<file path="src/rtl/mips_pkg.sv">
`default_nettype none
// ============================================================================
// Module      : mips_pkg
// Description : Shared constants and types for the MIPS pipeline stages:
//               next-PC select encodings, special instruction words, default
//               widths and the fetch-stage state type.
// Revision    : 1.0 - initial release
// ============================================================================
package mips_pkg;

    localparam int BITS_PC_DEFAULT    = 32;
    localparam int BITS_INSTR_DEFAULT = 32;

    // Next-PC source select
    localparam logic [1:0] PC_SRC_SEQ    = 2'b00;
    localparam logic [1:0] PC_SRC_BRANCH = 2'b01;
    localparam logic [1:0] PC_SRC_JUMP   = 2'b10;
    localparam logic [1:0] PC_SRC_JREG   = 2'b11;

    // Special instruction words
    localparam logic [31:0] INSTR_HALT = 32'hFFFF_FFFF;
    localparam logic [31:0] INSTR_NOP  = 32'h0000_0000;

    // Fetch control state
    typedef enum logic [0:0] {
        ST_RUN    = 1'b0,
        ST_HALTED = 1'b1
    } if_state_t;

endpackage : mips_pkg
`default_nettype wire

</file>
<file path="src/rtl/instruction_memory.sv">
`default_nettype none
// ============================================================================
// Module      : instruction_memory
// Description : Word-organised instruction store. Combinational read port for
//               the fetch path, synchronous write port for the debug loader.
//               Contents are never reset.
// Revision    : 1.0 - initial release
// ============================================================================
module instruction_memory #(
    parameter int BITS_INSTR    = 32,
    parameter int MEM_DEPTH     = 64,
    parameter int BITS_MEM_ADDR = 6
) (
    input  logic                     i_clk,
    input  logic                     i_wr_en,
    input  logic [BITS_MEM_ADDR-1:0] i_wr_addr,
    input  logic [BITS_INSTR-1:0]    i_wr_data,
    input  logic [BITS_MEM_ADDR-1:0] i_rd_addr,
    output logic [BITS_INSTR-1:0]    o_rd_data
);

    logic [BITS_INSTR-1:0] r_mem [MEM_DEPTH];

    // Loader write port
    always_ff @(posedge i_clk) begin
        if (i_wr_en) begin
            r_mem[i_wr_addr] <= i_wr_data;
        end
    end

    assign o_rd_data = r_mem[i_rd_addr];

endmodule : instruction_memory
`default_nettype wire

</file>
<file path="src/rtl/stage_if_fetch.sv">
`default_nettype none
// ============================================================================
// Module      : stage_if_fetch
// Description : IF stage of the 5-stage MIPS pipeline. Owns the PC, the
//               debug-loadable instruction memory and the IF/ID latch.
//               Handles stall, flush/redirect and HALT detection.
//               Optional macro IF_STEP_EN adds i_step single-step gating.
// Revision    : 1.0 - initial release
// ============================================================================
module stage_if_fetch
    import mips_pkg::*;
#(
    parameter int BITS_PC       = BITS_PC_DEFAULT,
    parameter int BITS_INSTR    = BITS_INSTR_DEFAULT,
    parameter int MEM_DEPTH     = 64,
    parameter int BITS_MEM_ADDR = 6
) (
    input  logic                     i_clk,
    input  logic                     i_reset,
    input  logic                     i_enable,
    input  logic                     i_stall,
    input  logic                     i_flush,
    input  logic [1:0]               i_pc_src,
    input  logic [BITS_PC-1:0]       i_branch_target,
    input  logic [BITS_PC-1:0]       i_jump_target,
    input  logic [BITS_PC-1:0]       i_jr_target,
    input  logic                     i_mem_wr_en,
    input  logic [BITS_MEM_ADDR-1:0] i_mem_wr_addr,
    input  logic [BITS_INSTR-1:0]    i_mem_wr_data,
`ifdef IF_STEP_EN
    input  logic                     i_step,
`endif
    output logic [BITS_PC-1:0]       o_pc,
    output logic [BITS_PC-1:0]       o_pc_plus4,
    output logic [BITS_INSTR-1:0]    o_instruction,
    output logic                     o_valid,
    output logic                     o_halt
);

    localparam logic [BITS_INSTR-1:0] c_HALT = BITS_INSTR'(INSTR_HALT);
    localparam logic [BITS_INSTR-1:0] c_NOP  = BITS_INSTR'(INSTR_NOP);

    logic [BITS_PC-1:0]    r_pc;
    logic [BITS_PC-1:0]    w_pc_plus4;
    logic [BITS_PC-1:0]    w_pc_next;
    logic [BITS_INSTR-1:0] w_mem_rdata;
    logic                  w_go;
    logic                  w_advance;
    logic                  w_halt_fetch;
    if_state_t             r_state;
    if_state_t             w_state_next;

    // Target low bits are forced to zero, so they are intentionally dropped.
    logic w_unused_ok;
    assign w_unused_ok = &{1'b0, i_branch_target[1:0], i_jump_target[1:0], i_jr_target[1:0]};

    instruction_memory #(
        .BITS_INSTR    (BITS_INSTR),
        .MEM_DEPTH     (MEM_DEPTH),
        .BITS_MEM_ADDR (BITS_MEM_ADDR)
    ) u_imem (
        .i_clk     (i_clk),
        .i_wr_en   (i_mem_wr_en && !i_enable),
        .i_wr_addr (i_mem_wr_addr),
        .i_wr_data (i_mem_wr_data),
        .i_rd_addr (r_pc[BITS_MEM_ADDR+1:2]),
        .o_rd_data (w_mem_rdata)
    );

`ifdef IF_STEP_EN
    assign w_go = i_step;
`else
    assign w_go = 1'b1;
`endif

    assign w_pc_plus4   = r_pc + BITS_PC'(4);
    assign w_advance    = i_enable && !i_stall && w_go && (r_state == ST_RUN);
    assign w_halt_fetch = w_advance && !i_flush && (w_mem_rdata == c_HALT);

    // Next-PC select; redirect targets are word aligned
    always_comb begin
        w_pc_next = w_pc_plus4;
        case (i_pc_src)
            PC_SRC_BRANCH: w_pc_next = {i_branch_target[BITS_PC-1:2], 2'b00};
            PC_SRC_JUMP:   w_pc_next = {i_jump_target[BITS_PC-1:2], 2'b00};
            PC_SRC_JREG:   w_pc_next = {i_jr_target[BITS_PC-1:2], 2'b00};
            default:       w_pc_next = w_pc_plus4;
        endcase
    end

    // Fetch state register
    always_ff @(posedge i_clk or posedge i_reset) begin
        if (i_reset) begin
            r_state <= ST_RUN;
        end else begin
            r_state <= w_state_next;
        end
    end

    // Next state: HALTED is only left through reset
    always_comb begin
        w_state_next = r_state;
        o_halt       = 1'b0;
        case (r_state)
            ST_RUN: begin
                if (w_halt_fetch) begin
                    w_state_next = ST_HALTED;
                end
            end
            ST_HALTED: begin
                o_halt = 1'b1;
            end
            default: w_state_next = ST_RUN;
        endcase
    end

    // PC: a flush redirects even under stall; a fetched HALT freezes the PC
    always_ff @(posedge i_clk or posedge i_reset) begin
        if (i_reset) begin
            r_pc <= '0;
        end else if (i_enable && (r_state == ST_RUN)) begin
            if (i_flush) begin
                r_pc <= w_pc_next;
            end else if (w_advance && !w_halt_fetch) begin
                r_pc <= w_pc_next;
            end
        end
    end

    // IF/ID latch: disable > flush > stall > advance > halted bubble
    always_ff @(posedge i_clk or posedge i_reset) begin
        if (i_reset) begin
            o_instruction <= c_NOP;
            o_pc_plus4    <= '0;
            o_valid       <= 1'b0;
        end else if (!i_enable) begin
            o_valid <= o_valid;
        end else if (i_flush) begin
            o_instruction <= c_NOP;
            o_pc_plus4    <= w_pc_plus4;
            o_valid       <= 1'b0;
        end else if (i_stall) begin
            o_valid <= o_valid;
        end else if (w_advance) begin
            o_instruction <= w_mem_rdata;
            o_pc_plus4    <= w_pc_plus4;
            o_valid       <= 1'b1;
        end else if (r_state == ST_HALTED) begin
            o_instruction <= c_NOP;
            o_valid       <= 1'b0;
        end
    end

    assign o_pc = r_pc;

endmodule : stage_if_fetch
`default_nettype wire

</file>
<file path="config.mk">
export PLATFORM = sky130hd
export DESIGN_NAME = stage_if_fetch
export DESIGN_NICKNAME = d
export VERILOG_FILES = /design/src/rtl/mips_pkg.sv /design/src/rtl/instruction_memory.sv /design/src/rtl/stage_if_fetch.sv
export SDC_FILE = /design/constraint.sdc
export NUM_CORES = 2
export LEC_CHECK = 0
export BUFFER_PORTS_ARGS = -buffer_cell sky130_fd_sc_hd__buf_4
export CORE_MARGIN = 3
export CORE_UTILIZATION = 45
export CTS_CLUSTER_SIZE = 8
export DETAILED_ROUTE_END_ITERATION = 8
export PLACE_DENSITY = 0.63
export SETUP_SLACK_MARGIN = 0.15
export SLEW_MARGIN = 20
export SYNTH_ARGS = -nofsm -noshare
export SYNTH_HDL_FRONTEND = slang
export SYNTH_SLANG_ARGS = --single-unit
</file>
<file path="constraint.sdc">
create_clock -name i_clk -period 4.6 [get_ports i_clk]
set_input_delay 0.46 -clock i_clk [delete_from_list [all_inputs] [get_ports i_clk]]
set_output_delay 0.46 -clock i_clk [all_outputs]
set_load 0.03 [all_outputs]
</file>
Word level (Yosys, flattened, before mapping)

Memory sizes are Yosys's and may differ from the RTL's.
Cells that the tools add are included.

Bitwise gates (word level): 1
Add/sub/neg operators: 1
Muxes and demuxes: 19
Reductions and logical operators: 17
Equal/unequal tests: 5

Operators by type and width:

| kind                                                   | number |
|---|---|
| 2-to-1 mux 32 bit                                      | 9 |
| case mux 32 bit (3 select lines)                       | 1 |
| adder 32 x 3 -> 32 bit (second input constant)         | 1 |
| equality test 32 bit (second input constant)           | 1 |
| 2-to-1 mux 1 bit                                       | 9 |
| logical AND 1 bit                                      | 7 |
| AND reduction 3 bit                                    | 2 |
| equality test 2 bit (second input constant)            | 2 |
| zero test 1 bit                                        | 4 |
| nonzero test 2 bit                                     | 2 |
| nonzero test 3 bit                                     | 1 |
| equality test 2 x 1 -> 1 bit (second input constant)   | 1 |
| inequality test 2 x 1 -> 1 bit (second input constant) | 1 |
| AND reduction 2 bit                                    | 1 |
| inverter 1 bit                                         | 1 |

Register bits: 98
Input port bits: 142
Memories kept: 1
Logic and storage cells: 49
Memory bits (writable): 2048

Memory list:

| name         | depth | bits a word | rd ports | clocked after Yosys merged registers in | write ports | line                     | source |
|---|---|---|---|---|---|---|---|
| u_imem.r_mem | 64    | 32          | 1        | 0                                       | 1           | instruction_memory.sv:22 | `logic [BITS_INSTR-1:0] r_mem [MEM_DEPTH];` |

Depth between registers and ports, before layout

Depth after elaboration: 9
Depth in mapped cells: 18
Gate-level depth less buffers: 10

Cells and area by module

Synthesis repeated with hierarchy kept, for this count alone.

Cell total of the unflattened synthesis: 3802
Area total of the unflattened synthesis: 83049.7 µm²

By module, submodules not included:

| module             | cells each | seq. area each (µm²) | times used | area an instance (µm²) |
|---|---|---|---|---|
| instruction_memory | 3292       | 61499.0              | 1          | 77874.7 |
| stage_if_fetch     | 510        | 2352.3               | 1          | 5175.0 |

Worst setup path after synthesis

OpenSTA, ideal clock, no wires.

Path type: input to register
Start point: input port i_mem_wr_addr[3]
End point: memory u_imem.r_mem[49][0] (enable)
Path buffers: 1
Cell stages on the path: 4
Data required time: 4.139 ns
Arrival time: 3.218 ns
Path slack: 0.921 ns
Path through: clkbuf_1 -> and4b_1 -> nand3b_1 -> nor3_1

RTL lines:

| item        | line                     | source |
|---|---|---|
| from (decl) | stage_if_fetch.sv:28     | `input logic [BITS_MEM_ADDR-1:0] i_mem_wr_addr,` |
| to (decl)   | instruction_memory.sv:22 |  |

Straight into the memory's write port.

Worst setup path in the final report

Start point: register r_pc[2], in the netlist o_pc[2]
End point: register r_pc[11], in the netlist o_pc[11]

Cells in the longest elaborated chain, start to end: 7

RTL lines:

| item                          | line                  | source |
|---|---|---|
| from (decl)                   | stage_if_fetch.sv:43  | `logic [BITS_PC-1:0] r_pc;` |
| from (signal assigned)        | stage_if_fetch.sv:123 | `r_pc <= w_pc_next;` |
| from (signal assigned)        | stage_if_fetch.sv:125 | `r_pc <= w_pc_next;` |
| memory (64 x 32 bit)          | n/a                   |  |
| equality test 32 bit          | stage_if_fetch.sv:78  | `assign w_halt_fetch = w_advance && !i_flush && (w_mem_rdata == c_HALT);` |
| logical AND 1 bit             | stage_if_fetch.sv:78  |  |
| zero test 1 bit               | stage_if_fetch.sv:124 | `end else if (w_advance && !w_halt_fetch) begin` |
| logical AND 1 bit             | stage_if_fetch.sv:124 |  |
| nonzero test 2 bit (no line)  | n/a                   |  |
| AND reduction 2 bit (no line) | n/a                   |  |

Parallel ways exist; a longest one is shown, timed or not. The select of a mux whose other input is x is not followed.
A chain may end at the register's enable or synchronous reset.

==> impl_metrics.env <==
export IMPL_finalHoldViolations=0
export IMPL_grt_overflow=0
export IMPL_async_reset_ff_share_pct=4.388
export IMPL_path_buf_inv=5
export IMPL_dp_hpwl_mm=145.2
export IMPL_ys_flop_type="edfxtp_1"
export IMPL_die_h_microns=439.6
export IMPL_gp_congestion=0.9006
export IMPL_clock_skew_ns=0.08319
export IMPL_cap_violations=0
export IMPL_drtIter0Drc=5666
export IMPL_slew_violations=0
export IMPL_cp_top_family="compound AO/OA/AOI/OAI gates"
export IMPL_initial_utilization_pct=45.43
export IMPL_instances_no_fill=7209
export IMPL_slowest_delay_ns=0.64
export IMPL_ys_seq_elements=2142
export IMPL_fin_nets=4814
export IMPL_p_sw_share_pct=21.82
export IMPL_grt_pass1_wl_mm=337.9
export IMPL_cp_data_arrival_time_ns=5.19
export IMPL_ff2ff_setup_slack_ns=0.15
export IMPL_cp_num_cells=14
export IMPL_port_buffers=229
export IMPL_r2r_start="o_pc[2]"
export IMPL_worst_r2r_cell_count=14
export IMPL_ys_seq_area_share_pct=75.47
export IMPL_clock_sinks=2142
export IMPL_fmax_ghz=0.2247
export IMPL_min_from="i_branch_target[27]"
export IMPL_post_drt_wl_per_cell_microns=33.40
export IMPL_clock_root_buffer="clkbuf_16"
export IMPL_dieWidth_microns=439.6
export IMPL_die_area_sq_mm=0.1933
export IMPL_cp_start_kind="flop"
export IMPL_p_leak_nw=32.42
export IMPL_cts_tree="yes"
export IMPL_outcome="completed"
export IMPL_pin_count=240
export IMPL_cts_buffers=317
export IMPL_rsz0062_at_grt="no"
export IMPL_relSlewSlack_pct=20.88
export IMPL_cp_end_kind="flop"
export IMPL_drc=0
export IMPL_synth_area_sq_mm=0.08461
export IMPL_path_clk_slew_ns=0.05
export IMPL_rows=158
export IMPL_multi_input_area_sq_mm=0.01955
export IMPL_clockBufferDepth=4
export IMPL_synth_edf_count=2048
export IMPL_tightest_slew_ns=1.182
export IMPL_core_area_sq_mm=0.1862
export IMPL_synth_warnings=0
export IMPL_drive_gt1_share_pct=28.92
export IMPL_synth_top_area_share_pct=72.69
export IMPL_drtPass1Iterations=5
export IMPL_grt_total_usage_pct=24.79
export IMPL_finalSetupViolations=0
export IMPL_whs_ns=0.04294
export IMPL_worstPathMaxFanout=31
export IMPL_critPathLaunch="o_pc[2]"
export IMPL_vias=44870
export IMPL_cpMostUsedCell="buf_12"
export IMPL_ff_latch_area_sq_mm=0.06387
export IMPL_period_share_pct=96.74
export IMPL_hold_path_depth=3
export IMPL_worst_hold_path_endpoint="o_pc[27]"
export IMPL_hold_path_class="in2reg"
export IMPL_seqPwrFrac_pct=48.2
export IMPL_grt_max_degree=68
export IMPL_comb_power_share_pct=7.6
export IMPL_synth_top_area_cell="edfxtp_1"
export IMPL_post_place_cells=6807
export IMPL_avgSynthCellArea_sq_um=21.05
export IMPL_crit_type="reg2reg"
export IMPL_grt_pass1_vias=44400
export IMPL_ir_worst_vdd_mv=0.3221
export IMPL_crit_chain="buf_12 -> buf_12 -> buf_4 -> mux4_2 -> a22o_1 -> o21ai_0 -> a32oi_1 -> and4_1 -> nand4_1 -> buf_4 -> o31ai_4 -> nand2_4 -> buf_12 -> mux2_4"
export IMPL_finalPower_mw=44.90
export IMPL_fin_crit_ns=4.450
export IMPL_p_per_area_mw_per_mm2=450.4
export IMPL_synth_common_cells="edfxtp_1, mux4_2, mux2i_1, nand2_1, a22oi_1"
export IMPL_antenna_found_initial=15
export IMPL_synth_cell_types=73
export IMPL_required_ns=5.34
export IMPL_syn_to_final_growth_pct=17.83
export IMPL_r2r_end="o_pc[11]"
export IMPL_slowest_stage="o21ai_0"
export IMPL_wl_mm=240.8
export IMPL_htree_num_levels=5
export IMPL_routed_via_density=6.224
export IMPL_synthCells=4020
export IMPL_antenna_left=0
export IMPL_nFillCells=14230
export IMPL_p_int_mw=35.10
export IMPL_clock_latency_ns=0.94
export IMPL_synth_area_leaders="edfxtp_1, mux4_2, mux4_1"
export IMPL_yosysMostFrequentCell="edfxtp_1"
export IMPL_p_clk_share_pct=44.2
export IMPL_p_switching_mw=9.798
layer usage:
metal  vias up  share of wire [%]  global-route usage, %
met1     23710                 40                  34.63
met4        10                3.7                  8.989
met5         -              0.031                      0
li1      18090                  -                      -
met2      2579                 47                  38.33
met3       472                 10                  5.756
sequential cells by signal, summed over array words and instances (netlist names):
name / flops
o_valid: 1
u_imem.r_mem: 2048
o_pc_plus4: 30
o_pc: 30
r_state: 1
o_instruction: 32
through the flow:
stage          TNS [ns]  setup WS [ns]  utilization, %  cell area, sq um
4_1_cts               0         0.1548           53.46             99550
3_5_place_dp     -7.539        -0.3135           48.90             91070
6_report              0         0.1498           53.54             99700
5_1_grt               0         0.1496           53.52             99670
2_1_floorplan         0         0.9211               -             84620
3_3_place_gp     -14.02        -0.5244           48.90             91060
cell families after synthesis:
group                      after synthesis  share of synthesized area [%]
AOI/OAI and AO/OA                      440                          3.570
buffers and inverters                  248                          2.189
other                                    1                       0.004432
adders and majority gates                1                        0.01479
xor gates and xnor gates                28                         0.2898
DFF                                   2142                          75.47
and+or+nand+nor                        386                          2.113
muxes                                  774                          16.35
placed cells by master (no fill, tap or decap), types with 80 or more instances in the layout:
master and n:
nand2_1 133, buf_4 494, dfrtp_1 88, mux4_1 111
o21ai_0 80, mux2i_1 275, clkbuf_16 321, mux4_2 332
a22oi_1 127, edfxtp_1 2048
worst max-delay path by stage:
stage | endpoint
floorplan | u_imem.r_mem[49][0]
global placement | o_pc[5]
detailed placement | o_pc[16]
CTS | o_pc[29]
global route | o_pc[11]
finish | o_pc[11]
tightest hold or removal path, cell delays in order:
cell	delay [ns]
buf_4	0.08
mux4_2	0.24
o2bb2ai_1	0.12
power groups by stage:
| stage | combinational [mW] | sequential [mW] | clock (mW) |
|---|---|---|---|
| global placement | 3.30 | 22.0 | 0 |
| floorplan | 1.65 | 22.1 | 0 |
| detailed placement | 3.33 | 22.0 | 0 |
| finish | 3.41 | 21.6 | 19.9 |
| global route | 3.54 | 21.6 | 21.0 |
| CTS | 3.37 | 21.6 | 20.1 |
timing repair:
action / 4_1_cts / 5_1_grt
resized for setup: 10 / 20
hold endpoints to repair: 72 / 0
pin swaps: 0 / 3
setup buffers: 1 / 6
setup endpoints to repair: 30 / 30
hold buffers: 18 / 0
layout make-up:
type | instances | share of cell area [%]
clock inverters | 6 | 0.06777
flip-flops and latches | 2142 | 64.06
repair buffers | 561 | 4.855
multi-input cells | 1633 | 19.61
well taps | 2480 | 3.112
inverters | 16 | 0.06400
clock buffers | 359 | 8.200
diodes | 12 | 0.03012
Power figures use the tool's default switching activity.
